File: config.mk
export PLATFORM = sky130hd
export DESIGN_NAME = sr_cmd_sequencer
export DESIGN_NICKNAME = d
export VERILOG_FILES = /design/src/rtl/sr_cmd_sequencer.sv
export SDC_FILE = /design/constraint.sdc
export NUM_CORES = 1
export LEC_CHECK = 0
export ABC_CLOCK_PERIOD_IN_PS = 3500
export BUFFER_PORTS_ARGS = -buffer_cell sky130_fd_sc_hd__clkbuf_2
export CAP_MARGIN = 10
export CORE_MARGIN = 10
export CORE_UTILIZATION = 26
export CTS_CLUSTER_SIZE = 24
export DETAILED_ROUTE_END_ITERATION = 10
export PLACE_DENSITY = 0.46
export SKIP_LAST_GASP = 1
export SLEW_MARGIN = 20
export SYNTH_ARGS = -nofsm -noshare
export SYNTH_HDL_FRONTEND = slang
export SYNTH_SLANG_ARGS = --single-unit
File: constraint.sdc
create_clock -name clk -period 3.5 [get_ports clk]
set_input_delay 0.175 -clock clk [delete_from_list [all_inputs] [get_ports clk]]
set_output_delay 0.175 -clock clk [all_outputs]
set_load 0.02 [all_outputs]
File: src/rtl/sr_cmd_sequencer.sv
// sr_cmd_sequencer: turns set/reset/toggle commands into exclusive s/r pulses followed by a quiet gap.
// Optional macro SR_TOGGLE_EN enables TOGGLE; without it TOGGLE is accepted as a NOP and flags err.
module sr_cmd_sequencer #(
  parameter int WIDTH        = 4,
  parameter int PULSE_CYCLES = 1,
  parameter int GAP_CYCLES   = 1
) (
  input  logic             clk,
  input  logic             rst_n,
  input  logic             req_valid,
  output logic             req_ready,
  input  logic [1:0]       req_op,
  input  logic [WIDTH-1:0] req_mask,
  output logic [WIDTH-1:0] s,
  output logic [WIDTH-1:0] r,
  output logic [WIDTH-1:0] shadow_q,
  output logic             busy,
  output logic             err
);
  localparam int MX = PULSE_CYCLES > GAP_CYCLES ? PULSE_CYCLES : GAP_CYCLES;
  localparam int CW = MX > 1 ? $clog2(MX) : 1;
  localparam logic [CW-1:0] P_LAST = CW'(PULSE_CYCLES - 1);
  localparam logic [CW-1:0] G_LAST = CW'(GAP_CYCLES > 1 ? GAP_CYCLES - 2 : 0);
  typedef enum logic [1:0] {IDLE, DRIVE, GAP} state_t;
  state_t state, state_n;
  logic [CW-1:0] cnt, cnt_n;
  logic [WIDTH-1:0] s_n, r_n, shadow_n, s_drv, r_drv;
  logic err_n, bad, go;
`ifdef SR_TOGGLE_EN
  assign s_drv = req_op == 2'b01 ? req_mask : req_op == 2'b11 ? req_mask & ~shadow_q : '0;
  assign r_drv = req_op == 2'b10 ? req_mask : req_op == 2'b11 ? req_mask & shadow_q : '0;
  assign bad   = 1'b0;
`else
  assign s_drv = req_op == 2'b01 ? req_mask : '0;
  assign r_drv = req_op == 2'b10 ? req_mask : '0;
  assign bad   = req_op == 2'b11;
`endif
  assign req_ready = state == IDLE;
  assign busy      = !req_ready;
  // NOP, zero mask and disabled TOGGLE all produce no pulse, so they finish in IDLE
  assign go        = req_valid && req_ready && |(s_drv | r_drv);
  always_comb begin
    state_n  = state;
    cnt_n    = cnt;
    s_n      = s;
    r_n      = r;
    shadow_n = shadow_q;
    err_n    = 1'b0;
    if (state == IDLE) begin
      err_n = req_valid && bad;
      if (go) begin
        state_n = DRIVE;
        cnt_n   = '0;
        s_n     = s_drv;
        r_n     = r_drv;
      end
    end else if (state == DRIVE) begin
      cnt_n = cnt + CW'(1);
      if (cnt == P_LAST) begin
        // the final gap cycle is spent in IDLE so back-to-back commands keep the full gap
        state_n  = GAP_CYCLES > 1 ? GAP : IDLE;
        cnt_n    = '0;
        s_n      = '0;
        r_n      = '0;
        shadow_n = (shadow_q & ~r) | s;
      end
    end else begin
      cnt_n = cnt + CW'(1);
      if (cnt == G_LAST) begin
        state_n = IDLE;
        cnt_n   = '0;
      end
    end
  end
  always_ff @(posedge clk or negedge rst_n) begin
    if (!rst_n) begin
      state    <= IDLE;
      cnt      <= '0;
      s        <= '0;
      r        <= '0;
      shadow_q <= '0;
      err      <= 1'b0;
    end else begin
      state    <= state_n;
      cnt      <= cnt_n;
      s        <= s_n;
      r        <= r_n;
      shadow_q <= shadow_n;
      err      <= err_n;
    end
  end
endmodule
==> impl_metrics.toml, run 1 <==
[logic_synthesis]
synth_fa_ha_area_frac = 0
ys_seq_elements = 14
yosysTopAreaCell = "dfrtp_1"
synth_top_area_frac = 0.502
ys_seq_area_frac = 0.502
synthMuxAreaShare = 0
yosys.area_share.simple = 0.179
syn-num-nets = 79
synth-xor-area-share = 0.0125
syn_area_sq_um = 698
synthCells = 70
yosys_warnings = 0
synth_compound_area_frac = 0.229
synth_top_family_by_area = "compound AO/OA/AOI/OAI gates"
synth.avg_cell_area_sq_um = 9.97
synth_area_leaders = "dfrtp_1 50%, o32ai_1 10%, o21ai_0 5.7%"
ys_types = 19

[drt]
route.vias.total = 629
drtPass1Iterations = 4
drtIter0Drc = 27
drc = 0
ant_nets = 0
routed_wirelength_um = 1920
viasPerCell = 5.11
routedWlPerCell_um = 15.6

[critical_path]
cp.arrival_ps = 1450
r2r_start = "state[0]"
path_depth = 2
worst-path-buf-inv = 2
reg2reg_to = "s[3]"
critPathRequiredTime_ps = 3320
end_kind = "output port"
worstPathCellList = "clkinv_1 > clkbuf_2"
r2r_slack_ps = 2020
cp_top_family = "flip-flops"
crit_type = "flop to output port"
reg2reg_depth = 3
cpPeakStageDelay_ps = 610
cp-start-kind = "flop"
cpMaxStageDelayCell = "dfrtp_1"
critical_path.max_fanout = 13

[die]
row_count = 18
start_util = 0.277
die_h_um = 71.8
num_io_pins = 24
core-area_sq_mm = 0.00252
dieWidth_um = 71.8
die-area_sq_mm = 0.00516

[clock_network]
clockBufferDepth = 2
cts_tree = "yes"
cts_num_sinks = 14
cts-root-buf = "clkbuf_4"
cts_inserted_buffers = 3
path_clk_slew_ps = 90
htree_levels = 1
clock_latency_ps = 280
ctsResizeCount = 0

[grt]
overflow = 0
globalRouteMet1Util = 0.0863
grt_pass1_wl_um = 3330
met3_usage = 0.0262
grt_pass1_vias = 675
grt_max_degree = 20
grt.met2_usage = 0.134
gr-max-usage-layer = "met2"
antenna_found_initial = 0
grt_use_total = 0.0809

[pwr]
leakagePower_uw = 0.000396
powerDensity_mw_per_mm2 = 569
max-vdd-ir-drop_mv = 0.239
p_total_uw = 491

[hold_path]
hold_class = "input pin to flop"
holdCritStartpoint = "req_op[0]"
hold_depth = 3
hold_path_end = "err"

[cells_and_area]
area_delta_synth_final_pct = 23.7
layout_common_cells = "23 x clkbuf_2, 14 x dfrtp_1, 8 x inv_1, 8 x o32ai_1, 8 x o21ai_0"
finalNonFillerCells = 123
nNetsFinal = 104
fillers = 267
antenna_cells = 0
design_area_sq_um = 863
final_common_cell = "clkbuf_2"
drive_gt1_frac = 0.312

[place]
hpwl_um = 1520
place_inst = 119
gp_congestion = 0.698
dpl_cell_area_sq_um = 831
port_buffers = 23

[timing]
fin_crit_ps = 1620
skew_ps = 9.59
finalHoldViolations = 0
finalSetupViolations = 0
slew_headroom = 0.700
slew_viol_final = 0
whs_ps = 177
tightestPinTransition_ps = 447
fmax_ghz = 0.616
rsz0062_at_grt = "false"
finalCritPeriodShare = 0.464
setup_tns_ps = 0

[run_status]
outcome = "complete, no violations"

[job]
maxCapViolCount = 0
-- report_power, final --
part | switching, uW | internal [uW]
logic | 115 | 58.8
clock network | 52.8 | 39.9
registers | 24.3 | 200
-- layer usage --
layer  wire length (um)  vias up
met5                  0        -
met4                 46        0
met1                725      304
li1                   -      303
met3                137        4
met2               1010       18
-- final cells by class --
cell class | instances | area (sq um) | area share
inverters | 9 | 33.8 | 0.0391
flip-flops and latches | 14 | 350 | 0.406
repair buffers | 24 | 125 | 0.145
multi-input cells | 43 | 294 | 0.341
clock buffers | 3 | 22.5 | 0.0261
well taps | 30 | 37.5 | 0.0435
-- how the worst max path moves through the flow --
stage             start           to  slack, ps
6_report       state[0]    req_ready       1880
5_1_grt        state[0]    req_ready       1750
4_1_cts        state[0]    req_ready       1880
3_5_place_dp   state[0]         s[1]       2060
3_3_place_gp   state[0]         s[1]       2080
2_1_floorplan  state[0]  shadow_q[0]       2130
-- Yosys cell counts --
library cell,n
nor3_1,2
dfrtp_1,14
and3b_2,1
nand3_1,4
nand2_1,2
xnor2_1,1
nor2_1,2
nor4bb_1,1
o21a_1,4
nor4_4,1
inv_1,8
nand2b_1,1
clkinv_1,1
or2_2,1
buf_2,4
o21ai_0,8
a21oi_1,4
o32ai_1,8
and3b_1,3
-- state kept, by name (all words and copies together) (netlist names) --
| register | flops |
|---|---|
| r | 4 |
| s | 4 |
| state | 1 |
| shadow_q | 4 |
| err | 1 |
-- tightest hold or removal path: stages --
cell,delay [ps]
clkbuf_2,130
nand2_1,80
nor2_1,40
-- what timing repair did --
action,4_1_cts,5_1_grt
endpoints found under the hold margin,14,0
buffers inserted,0,0
hold buffers,1,0
-- logic make-up (layout without fill, tap and decap cells) --
kind of cell,count (synthesis),in the layout
flip-flops,14,14
XOR/XNOR,1,1
AO/OA/AOI/OAI,24,24
AND/OR/NAND/NOR,18,18
buffers and inverters,13,36
-- through the flow --
step | setup WS [ps] | utilization
floorplan | 2130 | -
global placement | 2080 | 0.329
detailed placement | 2060 | 0.329
CTS | 1880 | 0.342
global route | 1750 | 0.342
finish | 1880 | 0.342
(Power assumes the default switching activity.)
==> run 2: changes to the inputs <==
--- a/config.mk
+++ b/config.mk
@@ -5,14 +5,15 @@
 export SDC_FILE = /design/constraint.sdc
 export NUM_CORES = 1
 export LEC_CHECK = 0
-export ABC_CLOCK_PERIOD_IN_PS = 3500
+export ABC_AREA = 1
+export ABC_CLOCK_PERIOD_IN_PS = 1500
 export BUFFER_PORTS_ARGS = -buffer_cell sky130_fd_sc_hd__clkbuf_2
 export CAP_MARGIN = 10
 export CORE_MARGIN = 10
 export CORE_UTILIZATION = 26
 export CTS_CLUSTER_SIZE = 24
 export DETAILED_ROUTE_END_ITERATION = 10
-export PLACE_DENSITY = 0.46
+export PLACE_DENSITY = 0.47
 export SKIP_LAST_GASP = 1
 export SLEW_MARGIN = 20
 export SYNTH_ARGS = -nofsm -noshare
==> constraint.sdc (replaced) <==
create_clock -name clk -period 1.5 [get_ports clk]
set_input_delay 0.075 -clock clk [delete_from_list [all_inputs] [get_ports clk]]
set_output_delay 0.075 -clock clk [all_outputs]
set_load 0.02 [all_outputs]
==> impl_metrics.toml, run 2 <==
[run_status]
outcome = "complete, no violations"

[drt]
drtIter0Drc = 43
drc = 0
routed_wirelength_um = 1670
ant_nets = 0
route.vias.total = 561
routedWlPerCell_um = 13.8
drtPass1Iterations = 4
viasPerCell = 4.64

[cells_and_area]
antenna_cells = 0
fillers = 269
finalNonFillerCells = 121
final_common_cell = "clkbuf_2"
drive_gt1_frac = 0.418
reg.largest.list = "r x4, s x4, shadow_q x4"
area_delta_synth_final_pct = 30.0
design_area_sq_um = 846
nNetsFinal = 101
layout_common_cells = "23 x clkbuf_2, 15 x nand2_1, 14 x dfrtp_1"
multi_input_comb_area_sq_um = 256
final-seq-area_sq_um = 350

[critical_path]
cp.arrival_ps = 1310
end_kind = "output port"
critPathRequiredTime_ps = 1420
crit_type = "flop to output port"
critical_path.max_fanout = 10
cp-start-kind = "flop"
reg2reg_depth = 4

[logic_synthesis]
yosysTopAreaCell = "dfrtp_1"
synthCells = 63
synth-xor-area-share = 0
ys_seq_elements = 14
syn-num-nets = 72
yosysMostFrequentCell = "nand2_1"
syn_area_sq_um = 651
yosys_warnings = 0
yosys.area_share.simple = 0.340
ys_types = 15
synth_top_family_by_area = "simple AND/OR/NAND/NOR gates"
synth_fa_ha_area_frac = 0
synth.avg_cell_area_sq_um = 10.3
synth_compound_area_frac = 0.0538
synth_area_leaders = "dfrtp_1 54%, nand2_1 8.7%, nand4_1 7.7%"
synthMuxAreaShare = 0
ys_seq_area_frac = 0.538
synthArstFlopShare = 1.00
synth_top_area_frac = 0.538
synth_edf_count = 0
ys_top_cells_by_count = "15 x nand2_1, 14 x dfrtp_1, 8 x nand3_1, 8 x nand4_1, 4 x a22o_1"
synthFlopType = "dfrtp_1"

[clock_network]
hold_buffers = 1
post_cts_buffers = 0
ctsResizeCount = 0
cts_inserted_buffers = 3
cts_tree = "yes"
clock_latency_ps = 280
clockBufferDepth = 2
cts_num_sinks = 14
htree_levels = 1
cts-root-buf = "clkbuf_4"
path_clk_slew_ps = 80

[grt]
overflow = 0
antenna_found_initial = 0
grt_use_total = 0.0686
grt_max_degree = 15
grt_pass1_vias = 576
grt_pass1_wl_um = 2730

[timing]
finalSetupViolations = 0
skew_ps = 5.87
fmax_ghz = 0.724
fin_crit_ps = 1380
finalCritPeriodShare = 0.920
setup_tns_ps = 0
slew_headroom = 0.728
finalHoldViolations = 0
tightestPinTransition_ps = 409
rsz0062_at_grt = "false"
slew_viol_final = 0
whs_ps = 20.7
final.setup.worst_slack_ps = 119

[die]
core-area_sq_mm = 0.00243
start_util = 0.267
die-area_sq_mm = 0.00490
dieWidth_um = 70.0
die_h_um = 70.0
row_count = 18
num_io_pins = 24

[job]
maxCapViolCount = 0

[place]
dpl_cell_area_sq_um = 800
gp_congestion = 0.817
place_inst = 116
dpl_worst_slack_ps = 285
hpwl_um = 1290
port_buffers = 23

[hold_path]
hold_depth = 3
hold_class = "input pin to flop"

[pwr]
leakagePower_uw = 0.000468
powerDensity_mw_per_mm2 = 1310
max-vdd-ir-drop_mv = 0.516
## run 2: routing by layer
| metal | track usage | vias to the layer above | share of wire |
|---|---|---|---|
| li1 | - | 279 | - |
| met1 | 0.0834 | 258 | 0.49 |
| met2 | 0.0987 | 20 | 0.42 |
| met3 | 0.0198 | 4 | 0.067 |
| met4 | 0.0526 | 0 | 0.028 |
| met5 | 0 | - | 0 |
## run 2: layout make-up
class	instances	area share
multi-input cells	43	0.303
inverters	5	0.0385
flip-flops and latches	14	0.414
repair buffers	25	0.157
clock buffers	4	0.0429
well taps	30	0.0444
## run 2: final timing paths
kind                                    end  slack [ps]         from
worst max-delay path              req_ready         120     state[0]
worst min-delay path                    err          20    req_op[0]
worst max register to register         s[0]         260     state[0]
worst min register to register  shadow_q[0]         510  shadow_q[0]
max in group asynchronous              r[2]        1010        rst_n
min in group asynchronous              s[2]         230        rst_n
## run 2: per-stage QoR
| step | util | total power, uW |
|---|---|---|
| 3_3_place_gp | 0.329 | 855 |
| 6_report | 0.348 | 1110 |
| 4_1_cts | 0.348 | 1130 |
| 2_1_floorplan | - | 715 |
| 3_5_place_dp | 0.329 | 852 |
| 5_1_grt | 0.348 | 1170 |
## run 2: worst max-delay path: stages, from the launching register on
cell and delay, ps:
dfrtp_1 600, bufinv_8 280, clkbuf_2 150
## run 2: kinds of logic (layout without fill, tap and decap cells)
kind of cell,after synthesis,after routing
AND/OR/NAND/NOR,39,39
flip-flops,14,14
buffers and inverters,6,34
AO/OA/AOI/OAI,4,4
## run 2: power breakdown
| group | switching [uW] | leakage (uW) | total, uW | internal, uW |
|---|---|---|---|---|
| combinational | 205 | 0.000264 | 331 | 126 |
| sequential | 53.3 | 0.000183 | 507 | 454 |
| clock | 125 | 0.0000210 | 272 | 148 |
| total | 383 | 0.000468 | 1110 | 728 |
==> run 3: changes to the inputs <==
--- a/config.mk
+++ b/config.mk
@@ -5,15 +5,14 @@
 export SDC_FILE = /design/constraint.sdc
 export NUM_CORES = 1
 export LEC_CHECK = 0
-export ABC_AREA = 1
 export ABC_CLOCK_PERIOD_IN_PS = 1500
 export BUFFER_PORTS_ARGS = -buffer_cell sky130_fd_sc_hd__clkbuf_2
 export CAP_MARGIN = 10
 export CORE_MARGIN = 10
-export CORE_UTILIZATION = 26
+export CORE_UTILIZATION = 37
 export CTS_CLUSTER_SIZE = 24
 export DETAILED_ROUTE_END_ITERATION = 10
-export PLACE_DENSITY = 0.47
+export PLACE_DENSITY = 0.61
 export SKIP_LAST_GASP = 1
 export SLEW_MARGIN = 20
 export SYNTH_ARGS = -nofsm -noshare
==> impl_metrics.toml, run 3 (synthesis gave the netlist of run 1 again) <==
[die]
die_h_um = 63.4
row_count = 15
dieWidth_um = 63.4
core-area_sq_mm = 0.00176
die-area_sq_mm = 0.00402
start_util = 0.396
num_io_pins = 24

[timing]
fmax_ghz = 0.748
slew_headroom = 0.699
skew_ps = 6.11
setup_tns_ps = 0
tightestPinTransition_ps = 448
finalCritPeriodShare = 0.891
slew_viol_final = 0
fin_crit_ps = 1340
rsz0062_at_grt = "false"
finalHoldViolations = 0
finalSetupViolations = 0

[pwr]
powerDensity_mw_per_mm2 = 1370
p_total_uw = 1200
max-vdd-ir-drop_mv = 0.606
leakagePower_uw = 0.000409

[cells_and_area]
fillers = 195
antenna_cells = 0
drive_gt1_frac = 0.326
reg.largest.list = "r x4, s x4, shadow_q x4"
area_delta_synth_final_pct = 25.8
nNetsFinal = 105
final_common_cell = "clkbuf_2"
layout_common_cells = "23 x clkbuf_2, 14 x dfrtp_1, 8 x inv_1, 8 x o32ai_1, 8 x o21ai_0"

[clock_network]
htree_levels = 1
clockBufferDepth = 2
post_cts_buffers = 0
cts_num_sinks = 14
hold_buffers = 1
cts-root-buf = "clkbuf_4"
cts_inserted_buffers = 3
cts_tree = "yes"
path_clk_slew_ps = 90
ctsResizeCount = 0
clock_latency_ps = 280

[drt]
route.vias.total = 610
drc = 0
routed_wirelength_um = 1780
routedWlPerCell_um = 14.8
drtPass1Iterations = 4
viasPerCell = 5.08
ant_nets = 0
drtIter0Drc = 9

[run_status]
outcome = "complete, no violations"

[place]
port_buffers = 23
gp_congestion = 0.738
hpwl_um = 1410

[grt]
grt_pass1_wl_um = 2990
grt_max_degree = 20
antenna_found_initial = 0
grt_use_total = 0.0924
grt_pass1_vias = 630
overflow = 0

[critical_path]
critical_path.max_fanout = 12
worstPathCellList = "buf_4 > clkinv_1 > clkbuf_2"
r2r_slack_ps = 270
critPathRequiredTime_ps = 1420
end_kind = "output port"
cpPeakStageDelay_ps = 350
cp.arrival_ps = 1260
cp-start-kind = "flop"
crit_type = "flop to output port"
cpMaxStageDelayCell = "dfrtp_1"

[job]
maxCapViolCount = 0

[hold_path]
hold_class = "input pin to flop"
==> run 3: cell count changes in the layout (fill, tap and decap cells not counted), moves of 2 or more <==
cell,change
inv_1,+6
nand2_1,-13
nand3_1,-4
and3b_1,+3
a22o_1,-4
nand4_1,-8
nor3_1,+2
o32ai_1,+8
o21a_1,+4
a21oi_1,+4
nor2_2,-3
o21ai_0,+8
inv_2,-2
==> run 3: area by class of cell <==
class,count,area (sq um),share of cell area
well taps,25,31.3,0.0356
repair buffers,25,133,0.151
inverters,9,33.8,0.0385
multi-input cells,43,294,0.335
flip-flops and latches,14,350,0.399
clock buffers,4,36.3,0.0413
==> run 3: path summary, 6_finish.rpt <==
path                        startpoint           to  cells after the start
min reg2reg                shadow_q[0]  shadow_q[0]                      2
min                          req_op[0]          err                      3
min in group asynchronous        rst_n         r[0]                      2
max in group asynchronous        rst_n  shadow_q[0]                      2
max                           state[0]    req_ready                      3
max reg2reg                   state[0]         s[3]                      3
==> run 3: power breakdown <==
group	switching [uW]	total [uW]	internal, uW	leakage, uW
combinational	270	411	140	0.000207
clock	128	275	148	0.0000210
sequential	45.9	514	468	0.000180
total	444	1200	756	0.000409
==> run 3: worst max-delay path, delay by kind of cell (launching register included) <==
| family | cells | cell delay [ps] |
|---|---|---|
| flops | 1 | 350 |
| buf+inv | 3 | 640 |
==> run 3: routing by layer <==
metal,wire [um],GRT usage,part of all wire
met2,826,0.136,0.46
met5,0,0,0
met1,800,0.111,0.45
met4,10,0.0492,0.0056
met3,142,0.0389,0.080
==> run 3: metrics by stage <==
stage | instances | hold slack (ps) | util | setup slack, ps | instance area (sq um)
after floorplan | 70 | -221 | - | 131 | 698
after global placement | 115 | 0.737 | 0.472 | 305 | 832
after detailed placement | 115 | -2.00 | 0.472 | 261 | 832
after CTS | 120 | 67.3 | 0.498 | 157 | 878
after global routing | 120 | 87.9 | 0.498 | 52.4 | 878
final | 120 | 77.8 | 0.498 | 164 | 878
